$ cat src/rtl/eth_udp_pkg.sv
// Shared definitions for the 128-bit Ethernet/IPv4/UDP payload extractor.
// Holds header byte offsets, protocol constants, the parser state type and
// small byte/keep helper functions.
package eth_udp_pkg;

  // Byte offsets from the start of the Ethernet frame
  localparam int OFF_ETHERTYPE = 12;
  localparam int OFF_VER_IHL   = 14;
  localparam int OFF_PROTO     = 23;
  localparam int OFF_DPORT     = 36;
  localparam int OFF_ULEN      = 38;
  localparam int HDR_BYTES     = 42;

  // Payload begins at this byte lane of header word 2; the lanes above it
  // are carried over into the next output beat.
  localparam int PAY_BYTE   = HDR_BYTES % 16;
  localparam int HOLD_BYTES = 16 - PAY_BYTE;

  localparam logic [15:0] ETHERTYPE_IPV4 = 16'h0800;
  localparam logic [7:0]  IPV4_VER_IHL   = 8'h45;
  localparam logic [7:0]  IP_PROTO_UDP   = 8'h11;

  typedef enum logic [2:0] {
    HDR0,
    HDR1,
    HDR2,
    PAYLOAD,
    FLUSH,
    DISCARD
  } state_t;

  // Byte of a 16-byte word selected by its absolute frame offset
  function automatic logic [7:0] get_byte(input logic [127:0] w, input int off);
    return w[8*(off%16) +: 8];
  endfunction

  // Contiguous low-aligned byte mask for count bytes (0..16)
  function automatic logic [15:0] keep_mask(input logic [4:0] count);
    logic [16:0] full_s;
    full_s = (17'd1 << count) - 17'd1;
    return full_s[15:0];
  endfunction

endpackage

$ cat src/rtl/eth_udp_hdr_match.sv
// Combinational header field extraction and filter decision.
// Ports:
//   tdata        current input word (treated as word 0, 1 or 2 by the caller)
//   ethertype_q  ethertype latched from word 0
//   ver_ihl_q    IPv4 version/IHL latched from word 0
//   proto_q      IP protocol latched from word 1
//   cfg_udp_port accepted UDP destination port
//   ethertype    ethertype field of tdata viewed as word 0
//   ver_ihl      version/IHL field of tdata viewed as word 0
//   proto        protocol field of tdata viewed as word 1
//   pass         frame passes the filter when tdata is word 2
//   rem          UDP payload byte count (udp_len - 8) when tdata is word 2
module eth_udp_hdr_match
  import eth_udp_pkg::*;
(
  input  logic [127:0] tdata,
  input  logic [15:0]  ethertype_q,
  input  logic [7:0]   ver_ihl_q,
  input  logic [7:0]   proto_q,
  input  logic [15:0]  cfg_udp_port,
  output logic [15:0]  ethertype,
  output logic [7:0]   ver_ihl,
  output logic [7:0]   proto,
  output logic         pass,
  output logic [15:0]  rem
);

  logic [15:0] dport_s;
  logic [15:0] ulen_s;

  // Big-endian field extraction and the filter decision on word 2
  always_comb begin
    ethertype = {get_byte(tdata, OFF_ETHERTYPE), get_byte(tdata, OFF_ETHERTYPE + 1)};
    ver_ihl   = get_byte(tdata, OFF_VER_IHL);
    proto     = get_byte(tdata, OFF_PROTO);
    dport_s   = {get_byte(tdata, OFF_DPORT), get_byte(tdata, OFF_DPORT + 1)};
    ulen_s    = {get_byte(tdata, OFF_ULEN), get_byte(tdata, OFF_ULEN + 1)};
    pass      = (ethertype_q == ETHERTYPE_IPV4) && (ver_ihl_q == IPV4_VER_IHL) &&
                (proto_q == IP_PROTO_UDP) && (dport_s == cfg_udp_port) &&
                (ulen_s >= 16'd9);
    rem       = ulen_s - 16'd8;
  end

endmodule

$ cat src/rtl/eth_udp_payload_extractor_128b.sv
// Extracts the UDP payload from FCS-stripped 128-bit Ethernet frames.
// Filters on IPv4/UDP/destination port, realigns the payload to byte 0,
// trims it to the UDP length and flags truncated frames in m_axis_tuser.
// Optional statistics counters are built when ETH_UDP_EXTRACTOR_STATS_EN
// is defined; otherwise stat_accepted/stat_dropped are tied to zero.
// Ports:
//   clk, rst_n         clock, asynchronous active-low reset
//   cfg_udp_port       accepted UDP destination port
//   s_axis_*           input frame stream (tkeep ignored, words always full)
//   m_axis_*           realigned payload stream, tuser = truncation on tlast
//   stat_accepted      frames forwarded
//   stat_dropped       frames filtered out or discarded
module eth_udp_payload_extractor_128b
  import eth_udp_pkg::*;
#(
  parameter int CNT_WIDTH = 32
) (
  input  logic                 clk,
  input  logic                 rst_n,
  input  logic [15:0]          cfg_udp_port,
  input  logic [127:0]         s_axis_tdata,
  input  logic [15:0]          s_axis_tkeep,
  input  logic                 s_axis_tvalid,
  output logic                 s_axis_tready,
  input  logic                 s_axis_tlast,
  output logic [127:0]         m_axis_tdata,
  output logic [15:0]          m_axis_tkeep,
  output logic                 m_axis_tvalid,
  input  logic                 m_axis_tready,
  output logic                 m_axis_tlast,
  output logic                 m_axis_tuser,
  output logic [CNT_WIDTH-1:0] stat_accepted,
  output logic [CNT_WIDTH-1:0] stat_dropped
);

  state_t      state_r;
  logic [15:0] rem_r;
  logic [47:0] hold_r;
  logic [15:0] ethertype_r;
  logic [7:0]  ver_ihl_r;
  logic [7:0]  proto_r;

  logic [15:0] ethertype_s;
  logic [7:0]  ver_ihl_s;
  logic [7:0]  proto_s;
  logic        pass_s;
  logic [15:0] rem_s;

  logic        can_load_s;
  logic        s_ready_s;
  logic        s_hs_s;
  logic [4:0]  take_s;
  logic [4:0]  flush_take_s;
  logic [15:0] rem_next_s;
  logic        pay_last_s;
  logic        tkeep_unused_s;

  assign tkeep_unused_s = ^s_axis_tkeep;

  eth_udp_hdr_match u_hdr_match (
    .tdata        (s_axis_tdata),
    .ethertype_q  (ethertype_r),
    .ver_ihl_q    (ver_ihl_r),
    .proto_q      (proto_r),
    .cfg_udp_port (cfg_udp_port),
    .ethertype    (ethertype_s),
    .ver_ihl      (ver_ihl_s),
    .proto        (proto_s),
    .pass         (pass_s),
    .rem          (rem_s)
  );

  // Output register slot availability and per-state input ready
  always_comb begin
    can_load_s = !m_axis_tvalid || m_axis_tready;
    case (state_r)
      PAYLOAD: s_ready_s = can_load_s;
      FLUSH:   s_ready_s = 1'b0;
      default: s_ready_s = 1'b1;
    endcase
    s_hs_s = s_axis_tvalid && s_ready_s;
  end

  assign s_axis_tready = s_ready_s;

  // Bytes consumed by the current beat and whether it ends the payload
  always_comb begin
    take_s       = (rem_r >= 16'd16) ? 5'd16 : rem_r[4:0];
    flush_take_s = (rem_r > 16'(HOLD_BYTES)) ? 5'(HOLD_BYTES) : rem_r[4:0];
    rem_next_s   = rem_r - {11'd0, take_s};
    // Last beat on exhaustion, or on input end with more bytes than hold keeps
    pay_last_s   = (rem_next_s == 16'd0) ||
                   (s_axis_tlast && (rem_next_s > 16'(HOLD_BYTES)));
  end

  // Parser FSM with registered output beat
  always_ff @(posedge clk or negedge rst_n) begin
    if (!rst_n) begin
      state_r       <= HDR0;
      rem_r         <= 16'd0;
      hold_r        <= 48'd0;
      ethertype_r   <= 16'd0;
      ver_ihl_r     <= 8'd0;
      proto_r       <= 8'd0;
      m_axis_tdata  <= 128'd0;
      m_axis_tkeep  <= 16'd0;
      m_axis_tvalid <= 1'b0;
      m_axis_tlast  <= 1'b0;
      m_axis_tuser  <= 1'b0;
    end else begin
      if (m_axis_tvalid && m_axis_tready) begin
        m_axis_tvalid <= 1'b0;
      end
      case (state_r)
        HDR0: begin
          if (s_hs_s) begin
            ethertype_r <= ethertype_s;
            ver_ihl_r   <= ver_ihl_s;
            state_r     <= s_axis_tlast ? HDR0 : HDR1;
          end
        end
        HDR1: begin
          if (s_hs_s) begin
            proto_r <= proto_s;
            state_r <= s_axis_tlast ? HDR0 : HDR2;
          end
        end
        HDR2: begin
          if (s_hs_s) begin
            if (pass_s) begin
              hold_r  <= s_axis_tdata[127:8*PAY_BYTE];
              rem_r   <= rem_s;
              state_r <= s_axis_tlast ? FLUSH : PAYLOAD;
            end else begin
              state_r <= s_axis_tlast ? HDR0 : DISCARD;
            end
          end
        end
        PAYLOAD: begin
          if (s_hs_s) begin
            m_axis_tvalid <= 1'b1;
            m_axis_tdata  <= {s_axis_tdata[8*PAY_BYTE-1:0], hold_r};
            m_axis_tkeep  <= keep_mask(take_s);
            m_axis_tlast  <= pay_last_s;
            m_axis_tuser  <= s_axis_tlast && (rem_next_s > 16'(HOLD_BYTES));
            rem_r         <= rem_next_s;
            hold_r        <= s_axis_tdata[127:8*PAY_BYTE];
            if (rem_next_s == 16'd0) begin
              state_r <= s_axis_tlast ? HDR0 : DISCARD;
            end else if (s_axis_tlast) begin
              state_r <= (rem_next_s > 16'(HOLD_BYTES)) ? HDR0 : FLUSH;
            end
          end
        end
        FLUSH: begin
          if (can_load_s) begin
            m_axis_tvalid <= 1'b1;
            m_axis_tdata  <= {80'd0, hold_r};
            m_axis_tkeep  <= keep_mask(flush_take_s);
            m_axis_tlast  <= 1'b1;
            // Only reachable with rem > hold when the frame ended on word 2
            m_axis_tuser  <= (rem_r > 16'(HOLD_BYTES));
            state_r       <= HDR0;
          end
        end
        DISCARD: begin
          if (s_hs_s && s_axis_tlast) begin
            state_r <= HDR0;
          end
        end
        default: state_r <= HDR0;
      endcase
    end
  end

`ifdef ETH_UDP_EXTRACTOR_STATS_EN
  logic                 acc_inc_s;
  logic                 drop_inc_s;
  logic [CNT_WIDTH-1:0] acc_cnt_r;
  logic [CNT_WIDTH-1:0] drop_cnt_r;

  // Frame-level accept/drop events seen this cycle
  always_comb begin
    acc_inc_s  = 1'b0;
    drop_inc_s = 1'b0;
    case (state_r)
      HDR0, HDR1: drop_inc_s = s_hs_s && s_axis_tlast;
      HDR2:       drop_inc_s = s_hs_s && !pass_s;
      PAYLOAD:    acc_inc_s  = s_hs_s && pay_last_s;
      FLUSH:      acc_inc_s  = can_load_s;
      default: begin
        acc_inc_s  = 1'b0;
        drop_inc_s = 1'b0;
      end
    endcase
  end

  // Wrapping statistics counters
  always_ff @(posedge clk or negedge rst_n) begin
    if (!rst_n) begin
      acc_cnt_r  <= '0;
      drop_cnt_r <= '0;
    end else begin
      if (acc_inc_s) begin
        acc_cnt_r <= acc_cnt_r + CNT_WIDTH'(1);
      end
      if (drop_inc_s) begin
        drop_cnt_r <= drop_cnt_r + CNT_WIDTH'(1);
      end
    end
  end

  assign stat_accepted = acc_cnt_r;
  assign stat_dropped  = drop_cnt_r;
`else
  assign stat_accepted = '0;
  assign stat_dropped  = '0;
`endif

endmodule

$ cat config.mk
export PLATFORM = sky130hd
export DESIGN_NAME = eth_udp_payload_extractor_128b
export DESIGN_NICKNAME = d
export VERILOG_FILES = /design/src/rtl/eth_udp_pkg.sv /design/src/rtl/eth_udp_hdr_match.sv /design/src/rtl/eth_udp_payload_extractor_128b.sv
export SDC_FILE = /design/constraint.sdc
export NUM_CORES = 1
export LEC_CHECK = 0
export BUFFER_PORTS_ARGS = -buffer_cell sky130_fd_sc_hd__buf_2
export CAP_MARGIN = 20
export CORE_UTILIZATION = 30
export DETAILED_ROUTE_END_ITERATION = 10
export PLACE_DENSITY = 0.63
export RECOVER_POWER = 100
export SLEW_MARGIN = 5
export SYNTH_ARGS = -nofsm -noshare
export SYNTH_HDL_FRONTEND = slang
export SYNTH_HIERARCHICAL = 1
export SYNTH_SLANG_ARGS = --single-unit
$ cat constraint.sdc
create_clock -name clk -period 4.28 [get_ports clk]
set_input_delay 0.856 -clock clk [delete_from_list [all_inputs] [get_ports clk]]
set_output_delay 0.856 -clock clk [all_outputs]
set_load 0.01 [all_outputs]
==> results.toml <==
[outcome]
outcome = "complete, but fails checks"
failed_checks = "max-capacitance violations, max-slew violations"

[clock_network]
clk-insertion-delay-late_ns = 0.55
cts_setup_buffers = 0
total_number_of_clock_tree_sinks = 246
resized_gates_after_cts = 0
cts_tree = "built"
tritoncts.num_buffers = 28
clk_pin_slew_ns = 0.06
post_cts_hold_buffer_count = 0
clk_root_buffer_cell = "clkbuf_16"
clk_path_buf_depth = 3
cts_htree_levels = 1

[detailed_routing]
drt_pre_antenna_iters = 5
via_count = 8831
routed_wl_um = 30420
avgRoutedWirePerCell_um = 15.92
final_antenna_net_count = 0
dr.first_iter.drc_count = 388
route.detailed.drc = 0
vias_per_cell = 4.621

[power]
irDropWorstVdd_v = 0.0003630
power.leakage_uw = 0.006529
design_power_total_uw = 9580
power-per-cell-area_nw_per_um2 = 704.1

[sta]
tns_ns = 0
fin_worst_skew_ns = 0.01537
max_slew_violation_total_from_the_final_report = 84
slew_headroom = -0.5300
max_clock_freq_mhz = 285.0
period_minus_slack_ns = 3.508
grt_setup_unrepaired = "no"
hold_violations = 0
worstMarginPinSlew_ns = 2.295
finalCritPeriodShare = 0.8197
report.final.setup_viol = 0

[worst_setup_path]
rr_worst_depth = 10
setup.worst_path.class = "flop to flop"
critical_path.endpoint_type = "flop"
endpoint = "state_r[2]"
critical_path.startpoint = "rem_r[5]"
worst_ep_required_time_ns = 4.74
critPathLaunchType = "flop"
critical_path_peak_fanout = 10
rrSetupSlack_ns = 0.77
worst-endpoint-arrival_ns = 3.97
timing.rr.start = "rem_r[5]"
r2r_end = "state_r[2]"

[synthesis]
synth-edff-count = 0
synth_area_per_cell_um2 = 9.868
cells_after_synthesis = 1152
synth_largest_area_cell = "dfrtp_1"
yosys_register_bits = 246
synth.top_cells.by_area = "dfrtp_1, nand2_1, buf_4"
ys.warnings.count = 6
synth_top_cell_area_share = 0.5415
syn_area_um2 = 11370
number_of_distinct_library_cell_variants_in_the_gate_level_netlist_after_synthesis = 60
asyncSetResetFlopFracSynth = 1.000
synth_flop_cell = "dfrtp_1"
synth.yosys.seq_area_share = 0.5415

[global_routing]
antenna_found_initial = 2
overflow = 0
global_route_wire_length_before_repair_um = 47780
maximum_number_of_pins_on_one_net_before_global_route_repair = 86
number_of_global_route_vias_before_repair = 8651
grt_util_all_layers = 0.1553

[floorplanning]
coreArea_um2 = 36960
top_level_ports = 377
std_cell_rows = 70
die-width_um = 196.7
dieArea_um2 = 38680
initial_core_util = 0.3076
chipHeight_um = 196.7

[placement]
detailed_place_hpwl_um = 21310
io_buffer_count = 296
routabilityCongestion = 0.8681

[worst_hold_path]
hp-class = "flop to flop"

[cells_and_area]
drive_gt1_frac = 0.1778
final_net_count = 1557
area_growth_pct = 19.69

[job]
drv.max_cap_violation_count = 1
-- synth_stat cells (13+ instances only) --
cell      number
a21oi_1       24
a22o_1        81
a31oi_1       13
buf_4         99
clkbuf_1      63
dfrtp_1      246
inv_1         14
mux2_2        34
nand2_1      334
nor2_1        43
nor3_1        14
nor4_1        13
o21ai_0       32
xnor2_1       23
-- per-stage QoR --
| stage | instance area, µm² | hold WS, ns | std cells | worst slack (ns) | utilization |
|---|---|---|---|---|---|
| 2_1_floorplan | 11600 | 0.4386 | 1215 | 1.314 | - |
| 6_report | 13610 | 0.4659 | 1911 | 0.7717 | 0.3681 |
| 3_3_place_gp | 12920 | 0.4476 | 1861 | 0.6750 | 0.3496 |
| 4_1_cts | 13840 | 0.3254 | 1910 | 1.108 | 0.3745 |
| 5_1_grt | 13610 | 0.4741 | 1911 | 0.4752 | 0.3681 |
| 3_5_place_dp | 12920 | 0.4522 | 1861 | 0.6923 | 0.3496 |
-- kinds of logic (layout without fill, tap and decap cells) --
| family | Yosys count | count (layout) | share of synthesized area |
|---|---|---|---|
| compound gates | 189 | 189 | 0.1243 |
| xor+xnor | 29 | 29 | 0.02234 |
| fa+ha+maj | 5 | 5 | 0.005503 |
| buf+inv | 183 | 374 | 0.09421 |
| flops | 246 | 246 | 0.5415 |
| mux | 38 | 38 | 0.03720 |
| other cells | 2 | 66 | 0.0006606 |
| simple gates | 460 | 460 | 0.1743 |
-- worst min path at each step --
stage / startpoint / to / slack [ns] / depth (start not counted)
floorplan: hold_r[0] / m_axis_tdata[0] / 0.44 / 2
global placement: hold_r[45] / m_axis_tdata[45] / 0.45 / 2
detailed placement: hold_r[17] / m_axis_tdata[17] / 0.45 / 2
CTS: rst_n / m_axis_tkeep[0] / 0.33 / 1
global route: s_axis_tdata[91] / hold_r[11] / 0.47 / 3
finish: hold_r[25] / m_axis_tdata[25] / 0.47 / 2
-- power by group --
| part | internal, µW | switching, µW | leakage [µW] |
|---|---|---|---|
| Sequential | 3390 | 752 | 0.00313 |
| Combinational | 1280 | 1770 | 0.00295 |
| Clock | 1440 | 949 | 0.000453 |
-- per-layer routing --
| layer | global-route usage | vias to the layer above | share of wire |
|---|---|---|---|
| met3 | 0.03901 | 45 | 0.075 |
| li1 | - | 4220 | - |
| met4 | 0.05111 | 2 | 0.022 |
| met5 | 0 | - | 0.00053 |
| met1 | 0.2052 | 4224 | 0.44 |
| met2 | 0.2484 | 340 | 0.46 |
-- layout make-up --
class | count | area, µm²
Clock buffer | 40 | 817.0
Clock inverter | 9 | 105.1
Tap cell | 504 | 630.6
Inverter | 14 | 52.55
Multi-Input combinational cell | 786 | 4403
Fill cell | 3871 | 23350
Antenna cell | 1 | 2.502
Sequential cell | 246 | 6156
Timing Repair Buffer | 311 | 1440
-- worst max-delay path: stages (launching register included) --
cell       delay [ns]
dfrtp_1          0.53
nor2_1           0.15
nand4_1          0.12
nand2_1          0.07
ha_1             0.28
o41ai_1          0.97
nand3_1          0.14
a2bb2oi_1        0.40
nand3_1          0.19
or3_1            0.35
o31ai_2          0.23
-- state kept, by name, summed over array words and instances (netlist names) --
register	flops
m_axis_tlast	1
proto_r	8
hold_r	48
m_axis_tdata	128
ethertype_r	16
m_axis_tkeep	16
state_r	3
m_axis_tuser	1
ver_ihl_r	8
rem_r	16
m_axis_tvalid	1
-- layout by cell type (no fill, tap or decap), drive strengths merged, types with 4 or more instances in the layout --
| cell type | instances |
|---|---|
| a22o | 81 |
| buf | 156 |
| mux2 | 34 |
| o22ai | 4 |
| xnor2 | 23 |
| o21ai | 32 |
| a21oi | 24 |
| ha | 5 |
| clkinv | 5 |
| o31ai | 7 |
| nor4 | 16 |
| xor2 | 6 |
| conb | 65 |
| a32o | 4 |
| dfrtp | 246 |
| inv | 15 |
| nor4b | 4 |
| mux2i | 4 |
| or3 | 6 |
| nand3 | 11 |
| nor3 | 15 |
| clkbuf | 195 |
| nand2 | 334 |
| a31oi | 13 |
| nor2 | 43 |
| nand4 | 11 |
Note: power is estimated with default switching activity, not from simulation.
